## src/rtl/vga_sync_gen_if.sv

```systemverilog
// rtl/vga_sync_gen_if.sv - raster timing bundle from vga_sync_gen to the renderers
// frame_count is present only when VGA_FRAME_CNT_EN is defined.
interface vga_sync_gen_if;
  logic [9:0]  pixel_x;
  logic [9:0]  pixel_y;
  logic        video_on;
  logic        hsync;
  logic        vsync;
  logic        frame_start;
  logic        line_end;
`ifdef VGA_FRAME_CNT_EN
  logic [15:0] frame_count;

  modport master (
    output pixel_x, pixel_y, video_on, hsync, vsync, frame_start, line_end, frame_count
  );
  modport slave (
    input pixel_x, pixel_y, video_on, hsync, vsync, frame_start, line_end, frame_count
  );
`else
  modport master (
    output pixel_x, pixel_y, video_on, hsync, vsync, frame_start, line_end
  );
  modport slave (
    input pixel_x, pixel_y, video_on, hsync, vsync, frame_start, line_end
  );
`endif
endinterface

```

## src/rtl/vga_sync_gen.sv

```systemverilog
// rtl/vga_sync_gen.sv - free-running 640x480@60 raster counters, video_on and delayed syncs
// Optional frame counter output enabled by defining VGA_FRAME_CNT_EN.
module vga_sync_gen #(
  parameter int H_VISIBLE = 640,
  parameter int H_FP      = 16,
  parameter int H_SYNC    = 96,
  parameter int H_BP      = 48,
  parameter int V_VISIBLE = 480,
  parameter int V_FP      = 10,
  parameter int V_SYNC    = 2,
  parameter int V_BP      = 33,
  parameter bit SYNC_POL  = 1'b0,
  parameter int SYNC_DLY  = 1
) (
  input  logic           clk_d,
  input  logic           reset,
  vga_sync_gen_if.master vga
);

  localparam int H_TOTAL = H_VISIBLE + H_FP + H_SYNC + H_BP;
  localparam int V_TOTAL = V_VISIBLE + V_FP + V_SYNC + V_BP;

  generate
    if (H_TOTAL > 1024 || V_TOTAL > 1024) begin : g_bad_total
      $error("vga_sync_gen: H_TOTAL and V_TOTAL must not exceed 1024");
    end
    if (SYNC_DLY < 0 || SYNC_DLY > 4) begin : g_bad_dly
      $error("vga_sync_gen: SYNC_DLY must be in 0..4");
    end
  endgenerate

  localparam logic [9:0] H_LAST   = 10'(H_TOTAL - 1);
  localparam logic [9:0] V_LAST   = 10'(V_TOTAL - 1);
  localparam logic [9:0] H_VIS    = 10'(H_VISIBLE);
  localparam logic [9:0] V_VIS    = 10'(V_VISIBLE);
  localparam logic [9:0] HS_FIRST = 10'(H_VISIBLE + H_FP);
  localparam logic [9:0] HS_LAST  = 10'(H_VISIBLE + H_FP + H_SYNC - 1);
  localparam logic [9:0] VS_FIRST = 10'(V_VISIBLE + V_FP);
  localparam logic [9:0] VS_LAST  = 10'(V_VISIBLE + V_FP + V_SYNC - 1);

  logic [9:0] r_x;
  logic [9:0] r_y;
  logic       r_video_on;
  logic       r_frame_start;
  logic       r_line_end;

  logic       w_x_wrap;
  logic [9:0] w_x_next;
  logic [9:0] w_y_next;
  logic       w_hs_raw;
  logic       w_vs_raw;
  logic       w_frame_next;

  always_comb begin
    w_x_wrap = (r_x == H_LAST);
    w_x_next = w_x_wrap ? 10'd0 : r_x + 10'd1;
    w_y_next = r_y;
    if (w_x_wrap) begin
      w_y_next = (r_y == V_LAST) ? 10'd0 : r_y + 10'd1;
    end
    w_frame_next = (w_x_next == 10'd0) && (w_y_next == 10'd0);
    // Sync windows are decoded from the next-state counters so stage 0 lines up with pixel_x/pixel_y.
    w_hs_raw = ((w_x_next >= HS_FIRST) && (w_x_next <= HS_LAST)) ? SYNC_POL : ~SYNC_POL;
    w_vs_raw = ((w_y_next >= VS_FIRST) && (w_y_next <= VS_LAST)) ? SYNC_POL : ~SYNC_POL;
  end

  always_ff @(posedge clk_d or posedge reset) begin
    if (reset) begin
      r_x           <= H_LAST;
      r_y           <= V_LAST;
      r_video_on    <= 1'b0;
      r_frame_start <= 1'b0;
      r_line_end    <= 1'b1;
    end else begin
      r_x           <= w_x_next;
      r_y           <= w_y_next;
      r_video_on    <= (w_x_next < H_VIS) && (w_y_next < V_VIS);
      r_frame_start <= w_frame_next;
      r_line_end    <= (w_x_next == H_LAST);
    end
  end

  generate
    if (SYNC_DLY == 0) begin : g_sync_nodly
      logic r_hs;
      logic r_vs;

      always_ff @(posedge clk_d or posedge reset) begin
        if (reset) begin
          r_hs <= ~SYNC_POL;
          r_vs <= ~SYNC_POL;
        end else begin
          r_hs <= w_hs_raw;
          r_vs <= w_vs_raw;
        end
      end

      assign vga.hsync = r_hs;
      assign vga.vsync = r_vs;
    end else begin : g_sync_dly
      // Stage 0 is counter-aligned; stage SYNC_DLY matches the renderers' colour register delay.
      logic [SYNC_DLY:0] r_hs_pipe;
      logic [SYNC_DLY:0] r_vs_pipe;

      always_ff @(posedge clk_d or posedge reset) begin
        if (reset) begin
          r_hs_pipe <= {(SYNC_DLY + 1){~SYNC_POL}};
          r_vs_pipe <= {(SYNC_DLY + 1){~SYNC_POL}};
        end else begin
          r_hs_pipe <= {r_hs_pipe[SYNC_DLY-1:0], w_hs_raw};
          r_vs_pipe <= {r_vs_pipe[SYNC_DLY-1:0], w_vs_raw};
        end
      end

      assign vga.hsync = r_hs_pipe[SYNC_DLY];
      assign vga.vsync = r_vs_pipe[SYNC_DLY];
    end
  endgenerate

`ifdef VGA_FRAME_CNT_EN
  logic [15:0] r_frame_count;

  always_ff @(posedge clk_d or posedge reset) begin
    if (reset) begin
      r_frame_count <= 16'd0;
    end else if (w_frame_next) begin
      r_frame_count <= r_frame_count + 16'd1;
    end
  end

  assign vga.frame_count = r_frame_count;
`endif

  assign vga.pixel_x     = r_x;
  assign vga.pixel_y     = r_y;
  assign vga.video_on    = r_video_on;
  assign vga.frame_start = r_frame_start;
  assign vga.line_end    = r_line_end;

endmodule

```

## src/flat_wrapper.sv

```systemverilog
// flat-port wrapper written by rule: the top's interface ports become plain ports
module vga_sync_gen_flat 
#(
  parameter int H_VISIBLE = 640,
  parameter int H_FP      = 16,
  parameter int H_SYNC    = 96,
  parameter int H_BP      = 48,
  parameter int V_VISIBLE = 480,
  parameter int V_FP      = 10,
  parameter int V_SYNC    = 2,
  parameter int V_BP      = 33,
  parameter bit SYNC_POL  = 1'b0,
  parameter int SYNC_DLY  = 1
)
  (clk_d, reset, vga_pixel_x, vga_pixel_y, vga_video_on, vga_hsync, vga_vsync, vga_frame_start, vga_line_end);
  vga_sync_gen_if vga_i ();
  input  logic clk_d;
  input  logic reset;
  output wire logic [$bits(vga_i.pixel_x)-1:0] vga_pixel_x;
  output wire logic [$bits(vga_i.pixel_y)-1:0] vga_pixel_y;
  output wire logic [$bits(vga_i.video_on)-1:0] vga_video_on;
  output wire logic [$bits(vga_i.hsync)-1:0] vga_hsync;
  output wire logic [$bits(vga_i.vsync)-1:0] vga_vsync;
  output wire logic [$bits(vga_i.frame_start)-1:0] vga_frame_start;
  output wire logic [$bits(vga_i.line_end)-1:0] vga_line_end;
  assign vga_pixel_x = vga_i.pixel_x;
  assign vga_pixel_y = vga_i.pixel_y;
  assign vga_video_on = vga_i.video_on;
  assign vga_hsync = vga_i.hsync;
  assign vga_vsync = vga_i.vsync;
  assign vga_frame_start = vga_i.frame_start;
  assign vga_line_end = vga_i.line_end;
  vga_sync_gen #(.H_VISIBLE(H_VISIBLE), .H_FP(H_FP), .H_SYNC(H_SYNC), .H_BP(H_BP), .V_VISIBLE(V_VISIBLE), .V_FP(V_FP), .V_SYNC(V_SYNC), .V_BP(V_BP), .SYNC_POL(SYNC_POL), .SYNC_DLY(SYNC_DLY)) u_core (.clk_d(clk_d), .reset(reset), .vga(vga_i));
endmodule
```

## config.mk

```make
export PLATFORM = sky130hd
export DESIGN_NAME = vga_sync_gen_flat
export DESIGN_NICKNAME = d
export VERILOG_FILES = /design/src/rtl/vga_sync_gen_if.sv /design/src/rtl/vga_sync_gen.sv /design/src/flat_wrapper.sv
export SDC_FILE = /design/constraint.sdc
export NUM_CORES = 1
export LEC_CHECK = 0
export BUFFER_PORTS_ARGS = -buffer_cell sky130_fd_sc_hd__buf_2
export CORE_ASPECT_RATIO = 1.2
export CORE_MARGIN = 5
export CORE_UTILIZATION = 50
export CTS_BUF_LIST = sky130_fd_sc_hd__clkbuf_8
export DETAILED_ROUTE_END_ITERATION = 8
export PLACE_DENSITY = 0.76
export REMOVE_ABC_BUFFERS = 1
export SYNTH_ARGS = -nofsm -noshare
export SYNTH_HDL_FRONTEND = slang
export SYNTH_SLANG_ARGS = --single-unit
```

## constraint.sdc

```tcl
create_clock -name clk_d -period 2.52 [get_ports clk_d]
set_input_delay 0.126 -clock clk_d [delete_from_list [all_inputs] [get_ports clk_d]]
set_output_delay 0.126 -clock clk_d [all_outputs]
set_load 0.03 [all_outputs]
```

==> results of run 1 <==
==> per-stage QoR <==
stage / cell area [um2] / hold slack [ns] / setup WS [ns] / total power, mW / util
3_5_place_dp: 1695 / 0.3515 / 0.1689 / 0.4511 / 0.5974
5_1_grt: 1745 / 0.1538 / 0.005541 / 0.7233 / 0.6151
3_3_place_gp: 1695 / 0.3460 / 0.2187 / 0.4506 / 0.5974
2_1_floorplan: 1478 / 0.1676 / -0.1992 / 0.4480 / -
4_1_cts: 1744 / 0.1112 / 0.1444 / 0.6958 / 0.6146
6_report: 1745 / 0.08581 / 0.1619 / 0.6889 / 0.6151
==> per-layer routing <==
layer	vias up	routed length, um	part of all wire
met3	6	162	0.045
met1	650	1506	0.42
met5	-	0	0
met4	0	58	0.016
li1	639	-	-
met2	33	1881	0.52
==> layout make-up <==
class,count,area [um2],area share
clock buffer,3,41.29,0.02366
inverter,12,45.04,0.02581
multi-input combinational,119,738.2,0.4229
timing repair buffer,32,175.2,0.1004
tap,34,42.54,0.02437
sequential,27,695.7,0.3986
clock inverter,1,7.507,0.004301
==> layout by cell type, fill, tap and decap left out, types with 5 or more instances in the layout <==
cell / netlist / routed
sky130_fd_sc_hd__inv_1: 12 / 12
sky130_fd_sc_hd__xor2_1: 7 / 7
sky130_fd_sc_hd__nand3_1: 10 / 10
sky130_fd_sc_hd__nor2_1: 14 / 14
sky130_fd_sc_hd__buf_4: 0 / 6
sky130_fd_sc_hd__nand2_1: 18 / 18
sky130_fd_sc_hd__dfrtp_1: 12 / 11
sky130_fd_sc_hd__o21ai_0: 11 / 11
sky130_fd_sc_hd__nor4_1: 5 / 5
sky130_fd_sc_hd__buf_2: 2 / 26
sky130_fd_sc_hd__dfstp_2: 15 / 15
==> power groups by stage <==
stage / clock network [mW] / logic [mW] / registers, mW
2_1_floorplan: 0 / 0.00622 / 0.442
3_3_place_gp: 0 / 0.00886 / 0.442
3_5_place_dp: 0 / 0.00939 / 0.442
4_1_cts: 0.252 / 0.00937 / 0.434
5_1_grt: 0.278 / 0.0105 / 0.434
6_report: 0.246 / 0.00886 / 0.434
==> state kept, by name (all words and copies together), names as in the netlist <==
name                         flops
u_core.g_sync_dly.r_hs_pipe      2
u_core.g_sync_dly.r_vs_pipe      2
u_core.vga.frame_start           1
u_core.vga.line_end              1
u_core.vga.pixel_x              10
u_core.vga.pixel_y              10
u_core.vga.video_on              1
==> worst paths after layout <==
check / startpoint / endpoint / slack (ns) / depth (start not counted)
max: u_core.vga.pixel_x[5] / u_core.g_sync_dly.r_vs_pipe[0] / 0.16 / 6
min: reset / u_core.vga.pixel_y[5] / 0.09 / 2
max reg2reg: u_core.vga.pixel_x[5] / u_core.g_sync_dly.r_vs_pipe[0] / 0.16 / 6
min reg2reg: u_core.g_sync_dly.r_vs_pipe[0] / u_core.g_sync_dly.r_vs_pipe[1] / 0.36 / 0
min in group clk_d: u_core.g_sync_dly.r_vs_pipe[0] / u_core.g_sync_dly.r_vs_pipe[1] / 0.36 / 0
max in group asynchronous: reset / u_core.vga.pixel_x[5] / 1.76 / 2
==> cell families after synthesis <==
kind of cell,after synthesis,synth area share
compound gates,27,0.1077
buf+inv,18,0.05136
fa+ha+maj,4,0.03314
xor+xnor,10,0.05800
flops,27,0.4598
simple gates,78,0.2900
==> flow_metrics.tcl, run 1 <==
set metrics [dict create \
    status "finished clean" \
    comb_power_share 0.013 \
    post_synth_main_area_contributors "sky130_fd_sc_hd__dfstp_2 26%, sky130_fd_sc_hd__dfrtp_1 20%, sky130_fd_sc_hd__nand2_1 4.5%" \
    ys_ff_latch 27 \
    power.static_leakage_nw 0.7761 \
    post_route_cells_drive_above_1_share 0.2938 \
    grtUsageMet2 0.3113 \
    boundaryPins 27 \
    floorplan.rows 21 \
    tns_ns 0 \
    fp.dieW_um 60.17 \
    synthTopCellsByCount "18 x sky130_fd_sc_hd__nand2_1, 15 x sky130_fd_sc_hd__dfstp_2, 14 x sky130_fd_sc_hd__nor2_1" \
    tightest_slew_ns 1.019 \
    globalRoute.busiestLayer "met2" \
    clock-sinks 27 \
    critPathArrivalTime_ns 2.54 \
    first_global_vias 1280 \
    p_clk_frac 0.357 \
    crit_family "simple AND/OR/NAND/NOR gates" \
    syn_avg_cell_area_um2 9.209 \
    grt_pass1_wl_um 6051 \
    holdCritPathClass "in -> async" \
    cts_buffer_count 3 \
    detailed_place_hpwl_um 2796 \
    synth_top_area_frac 0.2610 \
    cp_num_buf_inv 0 \
    crit_path_cell_trace "or3_4 -> or3_4 -> nor4_2 -> xor2_1 -> and4_1 -> nand4_1" \
    fillers 251 \
    ctsRootBufferMaster "sky130_fd_sc_hd__clkbuf_8" \
    pin_count_of_the_biggest_net_entering_global_routing 28 \
    final_nets 201 \
    synth.largest_area_cell "sky130_fd_sc_hd__dfstp_2" \
    floorplan.die.height_um 70.21 \
    yosys.cell_count.top_type "sky130_fd_sc_hd__nand2_1" \
    crit_path_start_kind "register" \
    initial_core_util 0.5322 \
    rsz_0062_raised_after_global_routing "no" \
    route.detailed.wl_per_inst_um 15.83 \
    worst_path_largest_cell_delay_ns 0.46 \
    post_synthesis_async_set_or_reset_flop_share 1.000 \
    grtUsageMet1 0.2409 \
    path_class "reg -> reg" \
    worst_skew_pair.late_latency_ns 0.27 \
    placed_cells_incl_taps 224 \
    hold_buf_cts 0 \
    tritoncts "done" \
    globalRouteMet3Util 0.02762 \
    core_area_mm2 0.002838 \
    drt_wl_total_um 3609 \
    power.sequential.fraction 0.630 \
    achievable-frequency_mhz 424.1 \
    internal_power_mw 0.5469 \
    synth_edf_count 0 \
    critPathMostFrequentCell "sky130_fd_sc_hd__or3_4" \
    cts.path.max_buffers 2 \
    global_route.usage.total 0.1862 \
    drtPass1Iterations 4 \
    routed_via_density 5.825 \
    yosys.cell_types.count 42 \
    power.density_cell_area_mw_per_mm2 394.7 \
    cts.repair.resized 0 \
    finish.cell_count_without_fillers 228 \
    areaGrowthSynthToFinish_pct 15.58 \
    post-route-period-util 0.9357 \
    grt_overflow 0 \
    cap_violations 0 \
    finalClockSkew_ns 0.004935 \
    critical_path_required_ns 2.70 \
    postCtsSetupBuffers 0 \
    globalplace.congestion 0.8706 \
    synth_cells 164 \
    synth-main-ff-cell "sky130_fd_sc_hd__dfstp_2" \
    vias_after_detailed_routing 1328 \
    drtAntennaViolNets 0 \
    ctsHtreeMaxLevel 1 \
    area_enclosed_by_the_die_boundary_mm2 0.004224 \
    timing.final.max_slew_violations 0 \
    number_of_port_buffers 26 \
    layout_min_cycle_time_ns 2.358 \
    antenna_diode_count 0 \
    p_switching_mw 0.1420 \
    timing.critical_path.to_type "register" \
    cts.reportedPaths.clkPinSlew_ns 0.09 \
    ir_worst_vdd_mv 0.3720 \
    hold_violations 0 \
    report.final.setup_viol 0 \
    drcViolationCount 0 \
    post_synth_instance_area_mm2 0.001510 \
    antenna_violations_before_repair 0 \
    timing.slew.headroom 0.3199 \
    drt_iter0_drc 51 \
    switching_share 0.2061 \
    synth-warning-count 0 \
    synth_seq_area_share 0.4598 \
    timing.critical_path.slowest_stage_cell "sky130_fd_sc_hd__dfrtp_2" \
    worst-path-max-fanout 11 \
]
Power figures use the tool's default switching activity.
==> inputs of run 2 (changes only) <==
- PLACE_DENSITY: 0.76 -> 0.73
- SKIP_CTS_REPAIR_TIMING: not set -> 1
- clock period: 2.52 -> 2.65 ns (I/O delays scaled with it)
==> run 2 against run 1 <==
Effect of this change: critical path depth up 1; core utilization unchanged; clock skew is 0.0039 ns higher; largest power group unchanged; combinational power down 7.6%; setup slack better by 0.028 ns; first-iteration DRC count up 61%; largest cell class unchanged; power is 4.2% lower; wire length decreased by 1.2%; non-clock buffer count decreased by 2; design area is the same.
==> flow_metrics.tcl, run 2 (synthesis results as in run 1) <==
set metrics [dict create \
    power.density_cell_area_mw_per_mm2 378.3 \
    drtPass1Iterations 4 \
    timing.critical_path.slowest_stage_cell "sky130_fd_sc_hd__dfstp_2" \
    hold_violations 0 \
    critical_path_required_ns 2.84 \
    global_route.usage.total 0.1778 \
    timing.slew.headroom 0.3416 \
    globalRouteMet3Util 0.02947 \
    ff2ff_path_depth 7 \
    antenna_diode_count 0 \
    grt_overflow 0 \
    area_enclosed_by_the_die_boundary_mm2 0.004224 \
    setup.worst_path.end "u_core.g_sync_dly.r_vs_pipe[0]" \
    antenna_violations_before_repair 0 \
    grtUsageMet2 0.2825 \
    drt_wl_total_um 3566 \
    crit_path_cell_trace "ha_2 -> nand4_1 -> or3_4 -> nor4_4 -> xor2_1 -> and4_1 -> nand4_1" \
    globalRoute.busiestLayer "met2" \
    rsz_0062_raised_after_global_routing "no" \
    drtAntennaViolNets 0 \
    boundaryPins 27 \
    post-route-period-util 0.9283 \
    cts.path.max_buffers 2 \
    placed_cells_incl_taps 222 \
    ctsHtreeMaxLevel 1 \
    worst-path-max-fanout 11 \
    critPathArrivalTime_ns 2.65 \
    floorplan.rows 21 \
    fillers 249 \
    areaGrowthSynthToFinish_pct 15.58 \
    reg_to_reg_endpoint "u_core.g_sync_dly.r_vs_pipe[0]" \
    report.final.setup_viol 0 \
    timing.critical_path.to_type "register" \
    achievable-frequency_mhz 406.5 \
    first_global_vias 1242 \
    fp.dieW_um 60.17 \
    grtUsageMet1 0.2211 \
    finish.cell_count_without_fillers 226 \
    post_route_cells_drive_above_1_share 0.2917 \
    critPathLaunch "u_core.vga.pixel_x[0]" \
    core_area_mm2 0.002838 \
    regToRegStartpoint "u_core.vga.pixel_x[0]" \
    holdCritPathClass "in -> async" \
    initial_core_util 0.5322 \
    status "finished clean" \
    drt_iter0_drc 82 \
    setup.reg_to_reg.worst_slack_ns 0.19 \
    route.detailed.wl_per_inst_um 15.78 \
    detailed_place_hpwl_um 2628 \
    final_nets 199 \
    grt_pass1_wl_um 5768 \
    path_class "reg -> reg" \
    pin_count_of_the_biggest_net_entering_global_routing 28 \
    design_area_mm2 0.001745 \
    floorplan.die.height_um 70.21 \
    cap_violations 0 \
    routed_via_density 5.942 \
    critPathMostFrequentCell "sky130_fd_sc_hd__nand4_1" \
    worst_skew_pair.late_latency_ns 0.28 \
    power.static_leakage_nw 0.7813 \
    number_of_port_buffers 26 \
    tightest_slew_ns 0.9864 \
    finalClockSkew_ns 0.008847 \
    globalplace.congestion 0.8881 \
    worst_path_largest_cell_delay_ns 0.58 \
    timing.final.max_slew_violations 0 \
    clock-sinks 27 \
    drcViolationCount 0 \
    ir_worst_vdd_mv 0.2700 \
    cts.reportedPaths.clkPinSlew_ns 0.10 \
    ctsRootBufferMaster "sky130_fd_sc_hd__clkbuf_8" \
    tns_ns 0 \
    finalHoldWorstSlack_ns 0.06944 \
    final_cell_mix "26 x sky130_fd_sc_hd__buf_2, 18 x sky130_fd_sc_hd__nand2_1, 15 x sky130_fd_sc_hd__dfstp_2" \
    mostFrequentLayoutCell "sky130_fd_sc_hd__buf_2" \
    vias_after_detailed_routing 1343 \
    layout.core_utilization 0.6151 \
    cts_buffer_count 3 \
    crit_path_start_kind "register" \
    tritoncts "done" \
    layout_min_cycle_time_ns 2.460 \
    dpl-instance-area_mm2 0.001680 \
]
==> run 2: changes by cell type in the layout (fill, tap and decap cells not counted) <==
cell and change:
sky130_fd_sc_hd__nor3_1 -1, sky130_fd_sc_hd__dfrtp_2 -1, sky130_fd_sc_hd__ha_1 -1, sky130_fd_sc_hd__dfrtp_1 +1, sky130_fd_sc_hd__buf_4 -2, sky130_fd_sc_hd__nor3_2 +1, sky130_fd_sc_hd__nor4_2 -1, sky130_fd_sc_hd__nor4_4 +1
sky130_fd_sc_hd__ha_2 +1
==> run 2: metrics by stage <==
stage                     setup slack, ns  power (mW)
after detailed placement           0.1538      0.4287
final                              0.1899      0.6602
after global placement             0.2433      0.4286
after global routing              0.02456      0.6805
after CTS                          0.1025      0.6621
after floorplan                  -0.06919      0.4260
==> run 2: area by class of cell <==
cell class / instances / area [um2] / area share
clock inverters: 1 / 7.507 / 0.004301
flip-flops and latches: 27 / 694.4 / 0.3979
well taps: 34 / 42.54 / 0.02437
multi-input cells: 119 / 754.5 / 0.4323
repair buffers: 30 / 160.2 / 0.09176
clock buffers: 3 / 41.29 / 0.02366
inverters: 12 / 45.04 / 0.02581
==> run 2: metal layers <==
metal,part of all wire,vias up
li1,-,638
met1,0.42,642
met2,0.49,50
met3,0.050,13
met4,0.037,0
met5,0,-
==> run 2: worst max-delay path: cells and delay by family (launching register included) <==
family                   cells  cell delay (ns)
AND/OR/NAND/NOR              5             1.30
flip-flops                   1             0.58
XOR/XNOR                     1             0.26
adder cells (fa/ha/maj)      1             0.24
==> run 2: power by group <==
group          internal [mW]  total, mW  switching, mW
registers              0.413      0.413              0
logic               0.000587    0.00819        0.00760
clock network          0.107      0.239          0.132
total                  0.520      0.660          0.140
==> run 2: worst min-delay path by stage <==
stage	start	endpoint	slack, ns
floorplan	reset	u_core.vga.frame_start	0.17
global placement	u_core.g_sync_dly.r_hs_pipe[0]	u_core.g_sync_dly.r_hs_pipe[1]	0.35
detailed placement	u_core.g_sync_dly.r_vs_pipe[0]	u_core.g_sync_dly.r_vs_pipe[1]	0.35
CTS	reset	u_core.vga.pixel_x[7]	0.1
global route	reset	u_core.vga.pixel_x[7]	0.17
finish	reset	u_core.vga.pixel_x[7]	0.07
